===== config.mk =====
export PLATFORM = sky130hd
export DESIGN_NAME = uart_tx_arbiter
export DESIGN_NICKNAME = d
export VERILOG_FILES = /design/src/rtl/uart_tx_arbiter_pkg.sv /design/src/rtl/uart_tx_arbiter_rr_pick.sv /design/src/rtl/uart_tx_arbiter.sv
export SDC_FILE = /design/constraint.sdc
export NUM_CORES = 1
export LEC_CHECK = 0
export ABC_AREA = 0
export CORE_UTILIZATION = 45
export DETAILED_ROUTE_END_ITERATION = 8
export PLACE_DENSITY = 0.77
export SLEW_MARGIN = 25
export SYNTH_ARGS = -nofsm -noshare
export SYNTH_HDL_FRONTEND = slang
export SYNTH_SLANG_ARGS = --single-unit

===== constraint.sdc =====
create_clock -name clk -period 5.95 [get_ports clk]
set_clock_uncertainty 0.15 [all_clocks]
set_input_delay 1.19 -clock clk [delete_from_list [all_inputs] [get_ports clk]]
set_output_delay 1.19 -clock clk [all_outputs]
set_load 0.02 [all_outputs]

===== src/rtl/uart_tx_arbiter_pkg.sv =====
// uart_tx_arbiter_pkg: shared state encoding and defaults for the UART tx arbiter.
package uart_tx_arbiter_pkg;
    typedef enum logic {ARB_IDLE = 1'b0, ARB_OWN = 1'b1} arb_state_t;
    localparam int DEFAULT_TIMEOUT = 4096;
endpackage


===== src/rtl/uart_tx_arbiter_rr_pick.sv =====
// uart_tx_arbiter_rr_pick: combinational round-robin selector, search starts at ptr+1 mod N.
// Ports: req (request vector), ptr (last owner, lowest priority), win (one-hot winner), idx (winner index).
module uart_tx_arbiter_rr_pick #(
    parameter int N  = 2,
    parameter int PW = $clog2(N)
) (
    input  logic [N-1:0]  req,
    input  logic [PW-1:0] ptr,
    output logic [N-1:0]  win,
    output logic [PW-1:0] idx
);
    // Scan from farthest to nearest so the nearest requester after ptr overwrites.
    always_comb begin
        win = '0;
        idx = '0;
        for (int k = N; k >= 1; k--) begin
            if (req[(int'(ptr) + k) % N]) begin
                win = '0;
                win[(int'(ptr) + k) % N] = 1'b1;
                idx = PW'((int'(ptr) + k) % N);
            end
        end
    end
endmodule


===== src/rtl/uart_tx_arbiter.sv =====
// uart_tx_arbiter: shares the UART tx FIFO write port between NREQ byte streams, one whole message per grant.
// Ports: clk, rst (async, active-high); req_valid/req_data/req_last/req_ready per requester;
// tx_wdata/tx_wten to the tx FIFO, tx_fifo_full from it; grant (one-hot owner), busy, err_timeout (watchdog pulse).
module uart_tx_arbiter
    import uart_tx_arbiter_pkg::*;
#(
    parameter int NREQ    = 2,
    parameter int TIMEOUT = DEFAULT_TIMEOUT
) (
    input  logic              clk,
    input  logic              rst,
    input  logic [NREQ-1:0]   req_valid,
    input  logic [8*NREQ-1:0] req_data,
    input  logic [NREQ-1:0]   req_last,
    output logic [NREQ-1:0]   req_ready,
    output logic [7:0]        tx_wdata,
    output logic              tx_wten,
    input  logic              tx_fifo_full,
    output logic [NREQ-1:0]   grant,
    output logic              busy,
    output logic              err_timeout
);
    localparam int PW = $clog2(NREQ);
    arb_state_t      state, state_nxt;
    logic [PW-1:0]   rr_ptr, own_idx, win_idx;
    logic [NREQ-1:0] win;
    logic [15:0]     idle_cntr;
    logic            any_valid, owner_valid, owner_last, xfer, drop;
    uart_tx_arbiter_rr_pick #(.N(NREQ), .PW(PW)) u_pick (
        .req (req_valid),
        .ptr (rr_ptr),
        .win (win),
        .idx (win_idx)
    );
    // grant is zero outside OWN, so it gates ready by itself.
    always_comb begin
        any_valid   = |req_valid;
        owner_valid = req_valid[own_idx];
        owner_last  = req_last[own_idx];
        busy        = state == ARB_OWN;
        req_ready   = tx_fifo_full ? '0 : grant;
        xfer        = |(req_valid & req_ready);
        tx_wten     = xfer;
        tx_wdata    = req_data[8*own_idx +: 8];
        err_timeout = busy && !owner_valid && idle_cntr == 16'(TIMEOUT - 1);
        drop        = busy && ((xfer && owner_last) || err_timeout);
        state_nxt   = busy ? (drop ? ARB_IDLE : ARB_OWN) : (any_valid ? ARB_OWN : ARB_IDLE);
    end
    always_ff @(posedge clk or posedge rst) begin
        if (rst) begin
            state     <= ARB_IDLE;
            grant     <= '0;
            own_idx   <= '0;
            rr_ptr    <= '0;
            idle_cntr <= '0;
        end else begin
            state <= state_nxt;
            if (!busy && any_valid) begin
                grant   <= win;
                own_idx <= win_idx;
            end else if (drop) begin
                grant  <= '0;
                rr_ptr <= own_idx;
            end
            // Backpressure with valid held neither counts nor clears.
            idle_cntr <= (!busy || drop || xfer) ? '0 : idle_cntr + {15'd0, ~owner_valid};
        end
    end
endmodule


Word level (Yosys, flattened, before mapping)
Cells that the tools add are included.
- logic and storage cells: 61
- register bits after elaboration: 21
- bits of input ports: 23
- mux-type cells: 25
- shifts and indexed selects: 1
- magnitude comparators: 5
- reduce and logical (&&, ||, !) cells: 16
- equal/unequal tests: 1
- add/subtract/negate cells: 3
- bitwise gates (word level): 5
- operator list (cell ; count):
    two-way mux 1 bit ; 17
    adder 16 x 1 -> 16 bit ; 1
    equality test 16 x 12 -> 1 bit (second input constant) ; 1
    two-way mux 16 bit ; 1
    indexed part select 16 x 5 -> 8 bit ; 1
    two-way mux 2 bit ; 5
    logical AND 1 bit ; 7
    < comparator 2 x 3 -> 1 bit (second input constant) ; 2
    >= comparator 2 x 1 -> 1 bit (second input constant) ; 2
    OR reduction 2 bit ; 2
    logical OR 1 bit ; 3
    adder 1 bit (second input constant) ; 2
    AND 1 bit (first input constant) ; 2
    AND 2 bit ; 1
    demux 1 bit (select 1 bit) ; 2
    logical NOT 1 bit ; 2
    < comparator 1 x 2 -> 1 bit (second input constant) ; 1
    inverter 1 bit ; 2
    AND reduction 2 bit ; 1
    nonzero test 2 bit ; 1

Longest topological paths before layout
Gate-level depths: netlist of the first run.
- word-level depth: 10
- mapped depth: 7

By module
From an unflattened synthesis of the first run, not the netlist that was laid out.
- cell total of the unflattened synthesis: 133
- area, all modules: 1267.5 um2
- modules (own cells, without submodules) (module ; instances ; cells each ; area each (um2) ; sequential area each (um2)):
    uart_tx_arbiter ; 1 ; 129 ; 1241.2 ; 525.5
    uart_tx_arbiter_rr_pick ; 1 ; 4 ; 26.3 ; 0.0

Worst setup path before layout of the first run
OpenSTA, ideal clock, no wires.
- kind: in2out
- start point: input req_valid[1]
- end point: output err_timeout
- required time: 4.610 ns
- slack: 2.777 ns
- data arrival time: 1.833 ns
- stages on the path: 4
- cell sequence: mux2i_1 > and4_4 > nand2_1 > inv_1
- cells in the longest elaborated chain, start to end: 5
- RTL lines (element ; RTL line ; text):
    start: declaration ; uart_tx_arbiter.sv:12 ; input logic [NREQ-1:0] req_valid,
    two-way mux 1 bit (implied by the code) (2 in series) ; uart_tx_arbiter.sv:38 ; owner_valid = req_valid[own_idx];
    logical NOT 1 bit ; uart_tx_arbiter.sv:45 ; err_timeout = busy && !owner_valid && idle_cntr == 16'(TIMEOUT - 1);
    logical AND 1 bit (2 in series) ; uart_tx_arbiter.sv:45 ;
    end: declaration ; uart_tx_arbiter.sv:21 ; output logic err_timeout
Every way passes these cells. The select of a mux whose other input is x is not followed.

Worst setup path in the final report of the first run
- start point: input req_valid[0]
- end point: output err_timeout
Same word-level chain as after synthesis.

==> results.toml, run 1 <==
[layout]
fin_cells = 192
n_fill_cell = 215
final_nets = 188
final_layout_size_suffix_gt1_frac = 0.123
final_area_um2 = 1660
num_antenna_cells = 0
syn2layout_area_growth_pct = 33.4

[setup_path]
critPathKind = "in2out"
r2r_slack_ns = 3.49
crit_fanout = 6
end_kind = "primary output"
cp-startpoint = "req_valid[0]"
cp_data_arrival_time_ns = 2.98
rr_startpoint = "own_idx$_DFFE_PP0P_"
r2r_cells = 7
r2r_end = "idle_cntr[12]$_DFF_PP0_"
required_ns = 4.61
cp-start-kind = "input pin"
endpoint = "err_timeout"

[die]
die_x_um = 54.5
io_pins = 38
core_area_um2 = 2540
chipHeight_um = 54.5
die-area_um2 = 2970
start_util = 0.488
rows = 18

[global_route]
grt_antenna_before_repair = 0
use_met3 = 0.0500
gr-total-overflow = 0
grtUsageTotal = 0.225
gr-max-usage-layer = "met2"
met2_usage = 0.368
grt_max_degree = 22
grt_pass1_vias = 976
grt_pass1_wl_um = 4610
grtUsageMet1 = 0.290

[timing]
period_minus_slack_ns = 4.32
slew_headroom = 0.473
grt_setup_unrepaired = "no"
finalHoldViolations = 0
fmax_mhz = 232
timing.hold.ws_ns = 0.406
final.setup.tns_ns = 0
setup_violations = 0
worstMarginPinSlew_ns = 0.790
period_share = 0.725
drv_slew = 0

[placed_design]
dp_hpwl_um = 2280
io_buffer_count = 37
place_area_um2 = 1630
place_congestion = 0.777
dp.cells = 188

[clock_network]
clockBufferDepth = 2
cts_tree = "built"
ctsResizeCount = 0
root_buffer = "clkbuf_4"
ctsHoldBuffers = 0
clock_latency_ns = 0.31
cts.sinks = 21
clk_pin_slew_ns = 0.12
cts_setup_buffers = 0
htreeDepth = 1
cts-buffers-inserted = 3

[route]
vias = 1069
drt_iter0_drc = 15
dr.pass1.iters = 4
avgViaCountPerCell = 5.57
drc = 0
wl_um = 2960
drt.antenna.violating_nets = 0
wl_per_cell_um = 15.4

[power_and_ir_drop]
ir_drop_uv = 253
powerDensity_nw_per_um2 = 311
leakagePower_nw = 0.722

[run]
max_cap_violations = 0

[yosys]
synth_flop_cell = "dfrtp_1"
synth_seq_cells = 21
yosysTopAreaCellShare = 0.423
syn_area_per_cell_um2 = 10.0
netlist_instances = 124
ys_types = 36
synth_edf_count = 0
synth_common_cells = "21 x dfrtp_1, 16 x nor2_1, 8 x mux2_2, 8 x nand2_1, 7 x inv_1"
syn-cell-area_um2 = 1240
synth_most_common_cell = "dfrtp_1"
yosysSeqAreaShare = 0.423
yosys.area.top_type = "dfrtp_1"
synth_async_sr_flop_share = 1.00
syn_nets = 149
synth_area_leaders = "dfrtp_1 42%, mux2_2 7.3%, nor2_1 4.8%, xor2_1 4.2%, xnor2_1 3.5%"
yosysWarnings = 0

[min_path]
worstHoldPathType = "reg2reg"

[status]
status = "finished, final reports clean"
==> area by class of cell <==
class                      count  area [µm²]  share of cell area
multi-input combinational     93         669               0.404
sequential                    21         526               0.317
timing repair buffer          37         370               0.224
tap                           30        37.5              0.0227
clock buffer                   4        26.3              0.0159
inverter                       7        26.3              0.0159
==> sequential cells by signal, indices dropped and copies added (netlist names) <==
name       cells
grant          2
own_idx        1
rr_ptr         1
idle_cntr     16
busy           1
==> power by group <==
| group | internal, mW | switching [mW] |
|---|---|---|
| logic | 0.127 | 0.108 |
| registers | 0.169 | 0.0421 |
| clock network | 0.0262 | 0.0426 |
| total | 0.322 | 0.193 |
==> through the flow <==
stage          setup WS [ns]  utilization  power [mW]
2_1_floorplan           2.78            -       0.357
5_1_grt                 1.53        0.650       0.550
4_1_cts                 1.63        0.650       0.521
3_5_place_dp            1.63        0.640       0.451
6_report                1.63        0.650       0.516
3_3_place_gp            1.69        0.640       0.444
==> per-layer routing <==
layer,share of wire,up-vias,wire length [µm]
met4,0.017,0,49
met5,0,-,0
met2,0.48,32,1420
met3,0.046,4,135
met1,0.46,514,1350
li1,-,519,-
==> layout by cell type (no fill, tap or decap), types with 3 or more instances in the layout <==
cell / n
nand3_1: 4
nor4_1: 3
inv_1: 7
clkdlybuf4s50_1: 37
nand2_1: 8
o21ai_0: 4
nor2_1: 16
xor2_1: 6
mux2_2: 8
dfrtp_1: 21
xnor2_1: 5
nand4_1: 5
clkbuf_4: 3
a21oi_1: 5
==> worst min path at each step <==
stage	startpoint	end	slack, ns	cells after the start
after floorplan	rr_ptr$_DFFE_PP0P_	rr_ptr$_DFFE_PP0P_	0.33	1
after global placement	rr_ptr$_DFFE_PP0P_	rr_ptr$_DFFE_PP0P_	0.35	1
after detailed placement	rr_ptr$_DFFE_PP0P_	rr_ptr$_DFFE_PP0P_	0.38	1
after CTS	rr_ptr$_DFFE_PP0P_	rr_ptr$_DFFE_PP0P_	0.41	1
after global routing	rr_ptr$_DFFE_PP0P_	rr_ptr$_DFFE_PP0P_	0.44	1
final	rr_ptr$_DFFE_PP0P_	rr_ptr$_DFFE_PP0P_	0.41	1
==> worst max-delay path, cell delays in order <==
cell,delay [ns]
clkdlybuf4s50_1,0.52
mux2i_1,0.23
and4_4,0.27
nand2_1,0.08
inv_1,0.08
clkdlybuf4s50_1,0.61
==> logic make-up after synthesis <==
kind of cell / after synthesis / synth area share
AOI/OAI and AO/OA: 17 / 0.108
and+or+nand+nor: 52 / 0.233
DFF: 21 / 0.423
muxes: 11 / 0.101
adders and majority gates: 2 / 0.0202
xor gates and xnor gates: 11 / 0.0776
buffers and inverters: 10 / 0.0373
Note: power is estimated with default switching activity, not from simulation.
==> inputs of run 2 (changes only) <==
Settings changed: CORE_UTILIZATION 45 to 42, PLACE_DENSITY 0.77 to 0.76.
Clock period 5.95 ns to 3.7 ns, I/O delays scaled along.
==> results.toml, run 2 (synthesis gave the netlist of run 1 again) <==
[power_and_ir_drop]
pwr-share-seq = 0.412
p_comb_frac = 0.458
p_sw_mw = 0.302
clockPowerShare = 0.130
leakagePower_nw = 0.725
powerDensity_nw_per_um2 = 494
internal-power_mw = 0.517
ir_drop_uv = 408
netSwitchingFraction = 0.369

[die]
start_util = 0.446
rows = 19
io_pins = 38
core_area_um2 = 2780
die-area_um2 = 3180
chipHeight_um = 56.4
die_x_um = 56.4

[timing]
final.setup.tns_ns = 0
timing.hold.ws_ns = 0.385
slew_headroom = 0.469
period_share = 0.920
fmax_mhz = 294
worstMarginPinSlew_ns = 0.796
setup_violations = 0
grt_setup_unrepaired = "no"
finalHoldViolations = 0
drv_slew = 0
layout_setup_ws_ns = 0.297
period_minus_slack_ns = 3.40

[setup_path]
cp_data_arrival_time_ns = 2.51
required_ns = 2.81
cp-start-kind = "input pin"
rr_startpoint = "own_idx$_DFFE_PP0P_"
r2r_end = "idle_cntr[12]$_DFF_PP0_"
r2r_slack_ns = 1.26
crit_fanout = 6
r2r_cells = 7
critPathKind = "in2out"
end_kind = "primary output"

[layout]
final_layout_size_suffix_gt1_frac = 0.130
n_fill_cell = 248
final_nets = 188
seq_area_um2 = 526
mostFrequentLayoutCell = "clkdlybuf4s50_1"
reg_top3 = "idle_cntr (16), grant (2)"
top_register = "idle_cntr"
syn2layout_area_growth_pct = 33.6
multi_input_area_um2 = 669
largest_reg_flops = 16
fin_cells = 193
num_antenna_cells = 0
layout_common_cells = "37 x clkdlybuf4s50_1, 21 x dfrtp_1, 16 x nor2_1"

[clock_network]
cts-buffers-inserted = 3
clock_latency_ns = 0.30
clockBufferDepth = 2
cts_tree = "built"
clk_pin_slew_ns = 0.11
root_buffer = "clkbuf_4"
cts.sinks = 21
cts_setup_buffers = 0
ctsResizeCount = 0
ctsHoldBuffers = 0
htreeDepth = 1

[global_route]
grt_pass1_vias = 1052
grtUsageTotal = 0.179
gr-total-overflow = 0
grt_max_degree = 22
grt_antenna_before_repair = 0
grt_pass1_wl_um = 4540

[route]
drt.antenna.violating_nets = 0
vias = 1045
wl_per_cell_um = 13.8
avgViaCountPerCell = 5.41
wl_um = 2660
drt_iter0_drc = 19
dr.pass1.iters = 4
drc = 0

[placed_design]
place_congestion = 0.807
dp.cells = 189
dp_hpwl_um = 2030
io_buffer_count = 37
dpl_worst_slack_ns = 0.313

[status]
status = "finished, final reports clean"

[run]
max_cap_violations = 0

[min_path]
worstHoldPathType = "reg2reg"
min_to = "rr_ptr$_DFFE_PP0P_"
hold_depth = 1
worstHoldStart = "rr_ptr$_DFFE_PP0P_"
[run 2: changes by cell type in the layout (fill, tap and decap cells not counted), sizes merged]
cell    before  now
clkinv       0    1
clkbuf       4    3
[run 2: power by group through the flow]
stage	Combinational [mW]	Sequential [mW]	Clock [mW]
global route	0.406	0.348	0.118
floorplan	0.247	0.327	0
detailed placement	0.378	0.342	0
global placement	0.370	0.340	0
finish	0.375	0.338	0.106
CTS	0.379	0.338	0.111
[run 2: worst max-delay path, cell delays in order]
cell and delay (ns):
clkdlybuf4s50_1 0.52, mux2i_1 0.22, and4_4 0.27, nand2_1 0.09
inv_1 0.07, clkdlybuf4s50_1 0.60
[run 2: worst max-delay path by stage]
stage / start / end / slack [ns]
final: req_valid[0] / err_timeout / 0.30
after global routing: req_valid[0] / err_timeout / 0.22
after CTS: req_valid[0] / err_timeout / 0.31
after detailed placement: req_valid[0] / err_timeout / 0.31
after global placement: req_valid[0] / err_timeout / 0.35
after floorplan: req_valid[1] / err_timeout / 1.43
[run 2: per-layer routing]
layer / global-route usage / up-vias / part of all wire
li1: - / 515 / -
met2: 0.323 / 42 / 0.47
met4: 0.0314 / 0 / 0.0072
met3: 0.0392 / 3 / 0.073
met5: 0 / - / 0
met1: 0.221 / 485 / 0.45
[run 2: area by class of cell]
cell class / count / area share
multi-input cells: 93 / 0.404
flip-flops and latches: 21 / 0.317
clock buffers: 3 / 0.0136
inverters: 7 / 0.0158
clock inverters: 1 / 0.00302
well taps: 31 / 0.0234
repair buffers: 37 / 0.223
[run 2: through the flow]
| step | instance area [µm²] | util | power (mW) |
|---|---|---|---|
| 2_1_floorplan | 1240 | - | 0.574 |
| 3_3_place_gp | 1630 | 0.586 | 0.710 |
| 3_5_place_dp | 1630 | 0.586 | 0.720 |
| 4_1_cts | 1660 | 0.596 | 0.827 |
| 5_1_grt | 1660 | 0.596 | 0.872 |
| 6_report | 1660 | 0.596 | 0.819 |
==> inputs of run 3 (changes only) <==
Settings changed: CORE_UTILIZATION 42 to 45, PLACE_DENSITY 0.76 to 0.77, REMOVE_ABC_BUFFERS set to 1.
Clock period 3.7 ns to 4.2 ns, I/O delays scaled along.
==> results.toml, run 3 (synthesis gave the netlist of run 1 again) <==
[route]
avgViaCountPerCell = 5.47
drt.antenna.violating_nets = 0
wl_per_cell_um = 14.0
dr.pass1.iters = 4
drc = 0
vias = 1050
drt_iter0_drc = 25
wl_um = 2680

[min_path]
worstHoldPathType = "reg2reg"

[layout]
syn2layout_area_growth_pct = 33.5
largest_reg_flops = 16
fin_cells = 192
num_antenna_cells = 0
n_fill_cell = 216
final_layout_size_suffix_gt1_frac = 0.130
final_nets = 188
top_register = "idle_cntr"
layout_common_cells = "37 x clkdlybuf4s50_1, 21 x dfrtp_1, 16 x nor2_1"
reg_top3 = "idle_cntr (16), grant (2)"
mostFrequentLayoutCell = "clkdlybuf4s50_1"

[timing]
slew_headroom = 0.507
grt_setup_unrepaired = "no"
fmax_mhz = 276
drv_slew = 0
setup_violations = 0
finalHoldViolations = 0
period_share = 0.862
final.setup.tns_ns = 0
worstMarginPinSlew_ns = 0.739
period_minus_slack_ns = 3.62

[setup_path]
cp_cell_sequence = "clkdlybuf4s50_1 -> mux2i_1 -> and4_4 -> nand2_1 -> inv_1 -> clkdlybuf4s50_1"
critPathKind = "in2out"
path_common_cell = "clkdlybuf4s50_1"
slowest_stage = "clkdlybuf4s50_1"
max_stage_delay_ns = 0.60
cp-start-kind = "input pin"
required_ns = 3.21
end_kind = "primary output"
crit_fanout = 6
cp_data_arrival_time_ns = 2.63

[global_route]
gr-total-overflow = 0
grtUsageTotal = 0.206
grt_pass1_wl_um = 4300
grt_max_degree = 22
grt_antenna_before_repair = 0
grt_pass1_vias = 1017

[placed_design]
io_buffer_count = 37
dp_hpwl_um = 2170
dp.cells = 188
place_congestion = 0.814

[clock_network]
cts_tree = "built"
clock_latency_ns = 0.30
clk_pin_slew_ns = 0.11
cts-buffers-inserted = 3
ctsResizeCount = 0
cts.sinks = 21
htreeDepth = 1
clockBufferDepth = 2
root_buffer = "clkbuf_4"
cts_setup_buffers = 0
ctsHoldBuffers = 0

[status]
status = "finished, final reports clean"

[die]
die-area_um2 = 2970
start_util = 0.488
die_x_um = 54.5
chipHeight_um = 54.5
core_area_um2 = 2540
rows = 18
io_pins = 38

[power_and_ir_drop]
ir_drop_uv = 331
powerDensity_nw_per_um2 = 437
leakagePower_nw = 0.725
finalPower_mw = 0.724

[run]
max_cap_violations = 0
==> run 3: cell counts in the layout (fill, tap and decap cells not counted) <==
Identical to the previous run, type by type.
==> run 3: worst paths after layout <==
path | startpoint | to | slack (ns) | cells past startpoint
setup / recovery | req_valid[0] | err_timeout | 0.58 | 6
min in group asynchronous | rst | idle_cntr[11]$_DFF_PP0_ | 0.80 | 2
max in group asynchronous | rst | busy$_DFF_PP0_ | 2.63 | 2
hold / removal | rr_ptr$_DFFE_PP0P_ | rr_ptr$_DFFE_PP0P_ | 0.39 | 1
setup reg to reg | own_idx$_DFFE_PP0P_ | idle_cntr[12]$_DFF_PP0_ | 1.68 | 7
hold reg to reg | rr_ptr$_DFFE_PP0P_ | rr_ptr$_DFFE_PP0P_ | 0.39 | 1
==> run 3: area by class of cell <==
type / count / area [µm²] / share of cell area
flip-flops and latches: 21 / 526 / 0.317
well taps: 30 / 37.5 / 0.0227
repair buffers: 37 / 370 / 0.224
multi-input cells: 93 / 669 / 0.404
clock buffers: 3 / 22.5 / 0.0136
clock inverters: 1 / 5.00 / 0.00302
inverters: 7 / 26.3 / 0.0159
==> run 3: stage by stage <==
stage | hold slack, ns | setup WS, ns | utilization | instance area (µm²)
2_1_floorplan | 0.331 | 1.73 | - | 1220
3_3_place_gp | 0.361 | 0.633 | 0.640 | 1630
3_5_place_dp | 0.367 | 0.576 | 0.640 | 1630
4_1_cts | 0.393 | 0.575 | 0.651 | 1660
5_1_grt | 0.403 | 0.462 | 0.651 | 1660
6_report | 0.392 | 0.581 | 0.651 | 1660
==> run 3: where the power goes <==
part	switching, mW	total (mW)	internal [mW]
logic	0.150	0.330	0.180
registers	0.0592	0.299	0.240
clock network	0.0596	0.0951	0.0355
total	0.269	0.724	0.455
==> run 3: layer usage <==
layer,global-route usage,wire length [µm]
met5,0,0
met2,0.372,1350
met4,0.0513,7
met3,0.0444,183
met1,0.245,1140
==> run 3: critical path, delay by kind of cell <==
family	cells	cell delay (ns)
simple gates	2	0.36
buf+inv	3	1.18
mux	1	0.25
